$ cat src/rtl/armleocpu_bus_arbiter.sv
// Round-robin arbiter merging several cache-style master ports onto one memory port.
// A grant is held for the whole burst; an error response on any beat ends the burst early.
module armleocpu_bus_arbiter #(
  parameter int unsigned CHANNELS = 2,
  parameter int unsigned ADDR_W   = 34,
  parameter int unsigned DATA_W   = 32,
  parameter int unsigned BURST_W  = 4
) (
  input  logic                         clk,
  input  logic                         rst,

  input  logic [CHANNELS-1:0]          m_transaction,
  input  logic [CHANNELS*3-1:0]        m_cmd,
  input  logic [CHANNELS*ADDR_W-1:0]   m_address,
  input  logic [CHANNELS*BURST_W-1:0]  m_burstcount,
  input  logic [CHANNELS*DATA_W-1:0]   m_wdata,
  input  logic [CHANNELS*DATA_W/8-1:0] m_wbyte_enable,
  output logic [CHANNELS-1:0]          m_transaction_done,
  output logic [2:0]                   m_transaction_response,
  output logic [DATA_W-1:0]            m_rdata,

  output logic                         s_transaction,
  output logic [2:0]                   s_cmd,
  output logic [ADDR_W-1:0]            s_address,
  output logic [BURST_W-1:0]           s_burstcount,
  output logic [DATA_W-1:0]            s_wdata,
  output logic [DATA_W/8-1:0]          s_wbyte_enable,
  input  logic                         s_transaction_done,
  input  logic [2:0]                   s_transaction_response,
  input  logic [DATA_W-1:0]            s_rdata
);

  localparam int unsigned IdxW = (CHANNELS > 1) ? $clog2(CHANNELS) : 1;
  localparam int unsigned BeW  = DATA_W / 8;

  typedef enum logic {StIdle, StBusy} state_e;

  state_e             state_q, state_d;
  logic [IdxW-1:0]    gnt_q, gnt_d;
  logic [IdxW-1:0]    ptr_q, ptr_d;
  logic [BURST_W-1:0] beats_q, beats_d;

  logic [IdxW-1:0]    pick;
  logic               any_req;
  logic [31:0]        gi;
  logic [BURST_W-1:0] cur_burst;
  logic [BURST_W-1:0] last_beat;
  logic               last;

  assign gi        = 32'(gnt_q);
  assign cur_burst = m_burstcount[BURST_W*gi +: BURST_W];
  // A burstcount of zero is treated as a single beat.
  assign last_beat = (cur_burst == '0) ? '0 : cur_burst - 1'b1;
  assign last      = (beats_q == last_beat) || (s_transaction_response != 3'b000);

  // Cyclic search for the first requester at or after ptr.
  always_comb begin
    logic [IdxW-1:0] idx;
    pick    = ptr_q;
    any_req = 1'b0;
    idx     = '0;
    for (int unsigned i = 0; i < CHANNELS; i++) begin
      idx = IdxW'((32'(ptr_q) + i) % CHANNELS);
      if (!any_req && m_transaction[idx]) begin
        any_req = 1'b1;
        pick    = idx;
      end
    end
  end

  always_comb begin
    state_d = state_q;
    gnt_d   = gnt_q;
    ptr_d   = ptr_q;
    beats_d = beats_q;
    unique case (state_q)
      StIdle: begin
        if (any_req) begin
          gnt_d   = pick;
          state_d = StBusy;
          beats_d = '0;
        end
      end
      StBusy: begin
        if (s_transaction_done) begin
          if (last) begin
            state_d = StIdle;
            ptr_d   = (gnt_q == IdxW'(CHANNELS - 1)) ? '0 : gnt_q + 1'b1;
          end else begin
            beats_d = beats_q + 1'b1;
          end
        end
      end
      default: state_d = StIdle;
    endcase
  end

  always_ff @(posedge clk or posedge rst) begin
    if (rst) begin
      state_q <= StIdle;
      gnt_q   <= '0;
      ptr_q   <= '0;
      beats_q <= '0;
    end else begin
      state_q <= state_d;
      gnt_q   <= gnt_d;
      ptr_q   <= ptr_d;
      beats_q <= beats_d;
    end
  end

  always_comb begin
    s_transaction      = 1'b0;
    s_cmd              = '0;
    s_address          = '0;
    s_burstcount       = '0;
    s_wdata            = '0;
    s_wbyte_enable     = '0;
    m_transaction_done = '0;
    if (state_q == StBusy) begin
      s_transaction             = 1'b1;
      s_cmd                     = m_cmd[3*gi +: 3];
      s_address                 = m_address[ADDR_W*gi +: ADDR_W];
      s_burstcount              = cur_burst;
      s_wdata                   = m_wdata[DATA_W*gi +: DATA_W];
      s_wbyte_enable            = m_wbyte_enable[BeW*gi +: BeW];
      m_transaction_done[gnt_q] = s_transaction_done;
    end
  end

  assign m_transaction_response = s_transaction_response;
  assign m_rdata                = s_rdata;

endmodule

$ cat config.mk
export PLATFORM = sky130hd
export DESIGN_NAME = armleocpu_bus_arbiter
export DESIGN_NICKNAME = d
export VERILOG_FILES = /design/src/rtl/armleocpu_bus_arbiter.sv
export SDC_FILE = /design/constraint.sdc
export NUM_CORES = 1
export LEC_CHECK = 0
export CAP_MARGIN = 0
export CELL_PAD_IN_SITES_DETAIL_PLACEMENT = 0
export CELL_PAD_IN_SITES_GLOBAL_PLACEMENT = 1
export CORE_ASPECT_RATIO = 2
export CORE_UTILIZATION = 15
export DETAILED_ROUTE_END_ITERATION = 10
export GPL_ROUTABILITY_DRIVEN = 0
export GPL_TIMING_DRIVEN = 0
export PLACE_DENSITY = 0.88
export SETUP_SLACK_MARGIN = 0.05
export SYNTH_ARGS = -nofsm -noshare
export SYNTH_HDL_FRONTEND = slang
export SYNTH_SLANG_ARGS = --single-unit
$ cat constraint.sdc
create_clock -name clk -period 5.5 [get_ports clk]
set_input_delay 1.1 -clock clk [delete_from_list [all_inputs] [get_ports clk]]
set_output_delay 1.1 -clock clk [all_outputs]
set_load 0.005 [all_outputs]
Yosys cells after proc, flatten, opt, wreduce, memory -nomap -nowiden
Index checks and enable logic that the tools add are counted.
Operators by class
  add/subtract/negate cells: 4
  multiply operators: 2
  divide/modulo/power cells: 0
  order comparisons: 4
  equal/unequal tests: 4
  shifts and indexed selects: 5
  mux-type cells: 26
  bitwise logic cells: 2
  reduce and logical (&&, ||, !) cells: 9
Operators with widths (number)
  $shiftx 68x8->34: 1
  $shiftx 64x7->32: 1
  $mux 34: 1
  $mux 32: 1
  $mux 4: 6
  $shiftx 8x4->4: 2
  $mux 1: 13
  $pmux 4 s2: 1
  $lt 1x2->1 const B: 3
  $mul 5x1->6 const A: 1
  $ne 2x2->1 const B: 3
  $reduce_and 3->1: 2
  $shiftx 6x4->3: 1
  $add 4x1->4 const B: 1
  $eq 4x4->1: 1
  $logic_not 4->1: 1
  $sub 4x1->4 const B: 1
  $mul 2x1->3 const A: 1
  $mux 3: 1
  $reduce_bool 3->1: 1
  $add 1x1->1 const B: 2
  $and 2x2->2: 1
  $logic_and 1x1->1: 2
  $mux 2: 1
  other kinds (7): 7
Word-level totals
  bits in registers: 7
  bits in latches: 0
  memory bits (writable): 0
  memory bits (read-only): 0
  output and inout port bits: 115
  word-level logic and storage cells: 60
  memories kept: 0

Logic depth before layout (Yosys ltp)
  depth after elaboration: 8
  depth in mapped cells: 8
  depth with buffers taken out: 6

Worst setup path after synthesis
OpenSTA, ideal clock, no wires.
  path kind: flip-flop to output port
  start point: register gnt_q
  end point: output s_address[10]
  arrival: 1.609 ns
  data required time: 4.400 ns
  slack: 2.791 ns
  stages on the path, launching flop included: 7
  buffers on the path: 4
  cell sequence: dfrtp_1 -> buf_6 -> buf_2 -> buf_1 -> buf_2 -> mux2i_1 -> nor2_1
On the way
  longest elaborated chain between the ends: 3
RTL lines
  start: declaration: line 39  | logic [IdxW-1:0] gnt_q, gnt_d;
  start signal: assignment: line 106  | gnt_q <= gnt_d;
  $mul 5x1->6: line 123  | s_address = m_address[ADDR_W*gi +: ADDR_W];
  $shiftx 68x8->34: line 123
  $mux 34: line 120  | if (state_q == StBusy) begin
  end: declaration: line 24  | output logic [ADDR_W-1:0] s_address,
No other way between the ends.

Worst setup path in the final report
  start point: register gnt_q
  end point: output s_address[13]
Same word-level chain as after synthesis.

==> impl_metrics.tcl <==
set metrics [dict create \
    ys_seq_area_frac 0.08403 \
    cts_buffers 3 \
    drive_gt1_frac 0.09171 \
    timing.rr.start "gnt_q" \
    reg2reg_depth 7 \
    path_clk_slew_ns 0.03 \
    fin_crit_sh 0.7174 \
    maxCapViolCount 0 \
    core_region_area_um2 13510 \
    totalWireLength_um 11300 \
    synth_nets 482 \
    async_flop_share 1.000 \
    dpl-instance-area_um2 5041 \
    grt_pass1_vias 3327 \
    grt_use_total 0.1486 \
    ios 309 \
    synth_commonest_cells "nor2_1 (81), mux2i_1 (79), buf_4 (35), clkbuf_1 (9), nand2_1 (8)" \
    peakVddDrop_mv 0.1263 \
    hold_viol 0 \
    grt_pass1_wl_um 16890 \
    area_growth_pct 145.6 \
    power_leakage_nw 2.199 \
    ys_dominant_reg_cell "dfrtp_1" \
    hp-class "reg -> reg" \
    drv_slew 0 \
    cts_hold_buf 0 \
    std_cell_rows 60 \
    setup_viol 0 \
    netlist_instances 287 \
    io_buffers 276 \
    synth_cell_types 47 \
    hpwl_um 9664 \
    wl_per_cell_um 15.66 \
    clk_path_buf_depth 2 \
    viasPerCell 4.485 \
    required_ns 4.40 \
    postSynthAreaPerCell_um2 7.263 \
    start_kind "register" \
    worst_pin_slew_ns 0.8005 \
    end_kind "output port" \
    synth_edf_count 0 \
    cp_data_arrival_time_ns 2.85 \
    start_util 0.1543 \
    max_freq_mhz 253.4 \
    rsz0062_at_grt "no" \
    ant_nets 0 \
    p_per_area_nw_per_um2 315.3 \
    synth.top_cell.area_share 0.3794 \
    cp-startpoint "gnt_q" \
    fp.dieArea_um2 14400 \
    grt_overflow 0 \
    relSlewSlack 0.4622 \
    finalNetCount 763 \
    cts_max_level 1 \
    synth.area.top_cells "mux2i_1 (38%), nor2_1 (15%), buf_4 (13%)" \
    drt_iter0_drc 51 \
    clk_latency_ns 0.23 \
    n_fill_cell 1439 \
    n_antenna_cell 0 \
    die_y_um 168.7 \
    r2r-end "beats_q[3]" \
    syn_area_um2 2084 \
    cts_tree "yes" \
    status "completed" \
    drc 0 \
    criticalPathCategory "reg -> out" \
    crit_path_end "s_address[13]" \
    cp_max_fo 10 \
    grt_max_degree 11 \
    die_x_um 85.36 \
    final_area_um2 5120 \
    firstDrtPassIters 4 \
    root_buffer "clkbuf_16" \
    fin_crit_ns 3.946 \
    fin_skew_ns 0.002341 \
    vias 3238 \
    post-synth-top-count-cell "nor2_1" \
    post-cts-setup-buffers 0 \
    antenna_found_initial 0 \
    cts_sinks 7 \
    rrSetupSlack_ns 3.25 \
    tns_ns 0 \
    ys_warn_count 0 \
    ys_seq_elements 7 \
    ctsResizeCount 0 \
    synth_top_cell_by_area "mux2i_1" \
]
## metrics by stage
stage          setup slack [ns]  utilization  power, mW  instances  hold WS [ns]
2_1_floorplan             2.791            -     0.7635        287        0.5003
3_3_place_gp              1.754       0.3731      1.486        718        0.5144
3_5_place_dp              1.721       0.3731      1.503        718        0.5274
4_1_cts                   1.459       0.3789      1.639        722        0.5322
5_1_grt                   1.319       0.3789      1.745        722        0.5758
6_report                  1.554       0.3789      1.614        722        0.5344
## per-layer routing
| metal | GRT usage | share of wire | wire length (µm) |
|---|---|---|---|
| met1 | 0.1435 | 0.32 | 3657 |
| met5 | 0 | 0 | 0 |
| met2 | 0.3026 | 0.56 | 6346 |
| met4 | 0.04928 | 0.023 | 255 |
| met3 | 0.02974 | 0.092 | 1044 |
## flip-flops by register name, summed over array words and instances (netlist names)
signal,count
state_q,1
ptr_q,1
beats_q,4
gnt_q,1
## placed cells by master (no fill, tap or decap), types with 2 or more instances in the layout
cell type / instances
nor2_1: 81
clkbuf_16: 3
and4_1: 2
o21ai_0: 2
nor3b_1: 2
inv_1: 3
buf_1: 5
a21oi_2: 2
dfrtp_1: 7
o2111ai_1: 2
a21oi_1: 2
o211ai_1: 4
mux2i_1: 79
nor4_1: 2
buf_4: 35
buf_2: 4
nor3_1: 5
clkbuf_1: 10
a211o_1: 2
o21ai_1: 4
clkdlybuf4s50_1: 276
nand2_1: 8
## logic make-up after synthesis
family | count (synthesis) | synth area share
xor gates and xnor gates | 1 | 0.004202
DFF | 7 | 0.08403
and+or+nand+nor | 110 | 0.2335
AOI/OAI and AO/OA | 29 | 0.1069
adders and majority gates | 1 | 0.006001
muxes | 81 | 0.3920
buffers and inverters | 58 | 0.1735
## area by class of cell
class	count	area, µm²	share of cell area
buffer	54	346.6	0.06769
clock buffer	4	78.83	0.01540
inverter	4	15.01	0.002933
multi-input combinational	222	1548	0.3023
sequential	7	175.2	0.03421
tap	155	193.9	0.03788
timing repair buffer	276	2763	0.5396
## power breakdown
| part | leakage [nW] | switching, mW | total, mW | internal, mW |
|---|---|---|---|---|
| Combinational | 2.07 | 0.609 | 1.40 | 0.788 |
| Clock | 0.0382 | 0.0294 | 0.126 | 0.0966 |
| Sequential | 0.0899 | 0.0238 | 0.0919 | 0.0681 |
| Total | 2.20 | 0.662 | 1.61 | 0.952 |
## how the worst min path moves through the flow
stage | startpoint | endpoint | slack [ns] | cells past startpoint
finish | beats_q[3] | beats_q[3] | 0.53 | 2
global placement | beats_q[3] | beats_q[3] | 0.51 | 2
floorplan | ptr_q | ptr_q | 0.50 | 2
detailed placement | beats_q[3] | beats_q[3] | 0.53 | 2
CTS | beats_q[3] | beats_q[3] | 0.53 | 2
global route | beats_q[3] | beats_q[3] | 0.58 | 2
## worst max-delay path: stages (launching register included)
cell             delay [ns]
dfrtp_1                0.37
buf_6                  0.16
buf_2                  0.25
buf_1                  0.63
buf_2                  0.42
mux2i_1                0.23
nor2_1                 0.06
clkdlybuf4s50_1        0.49
Power figures use the tool's default switching activity.
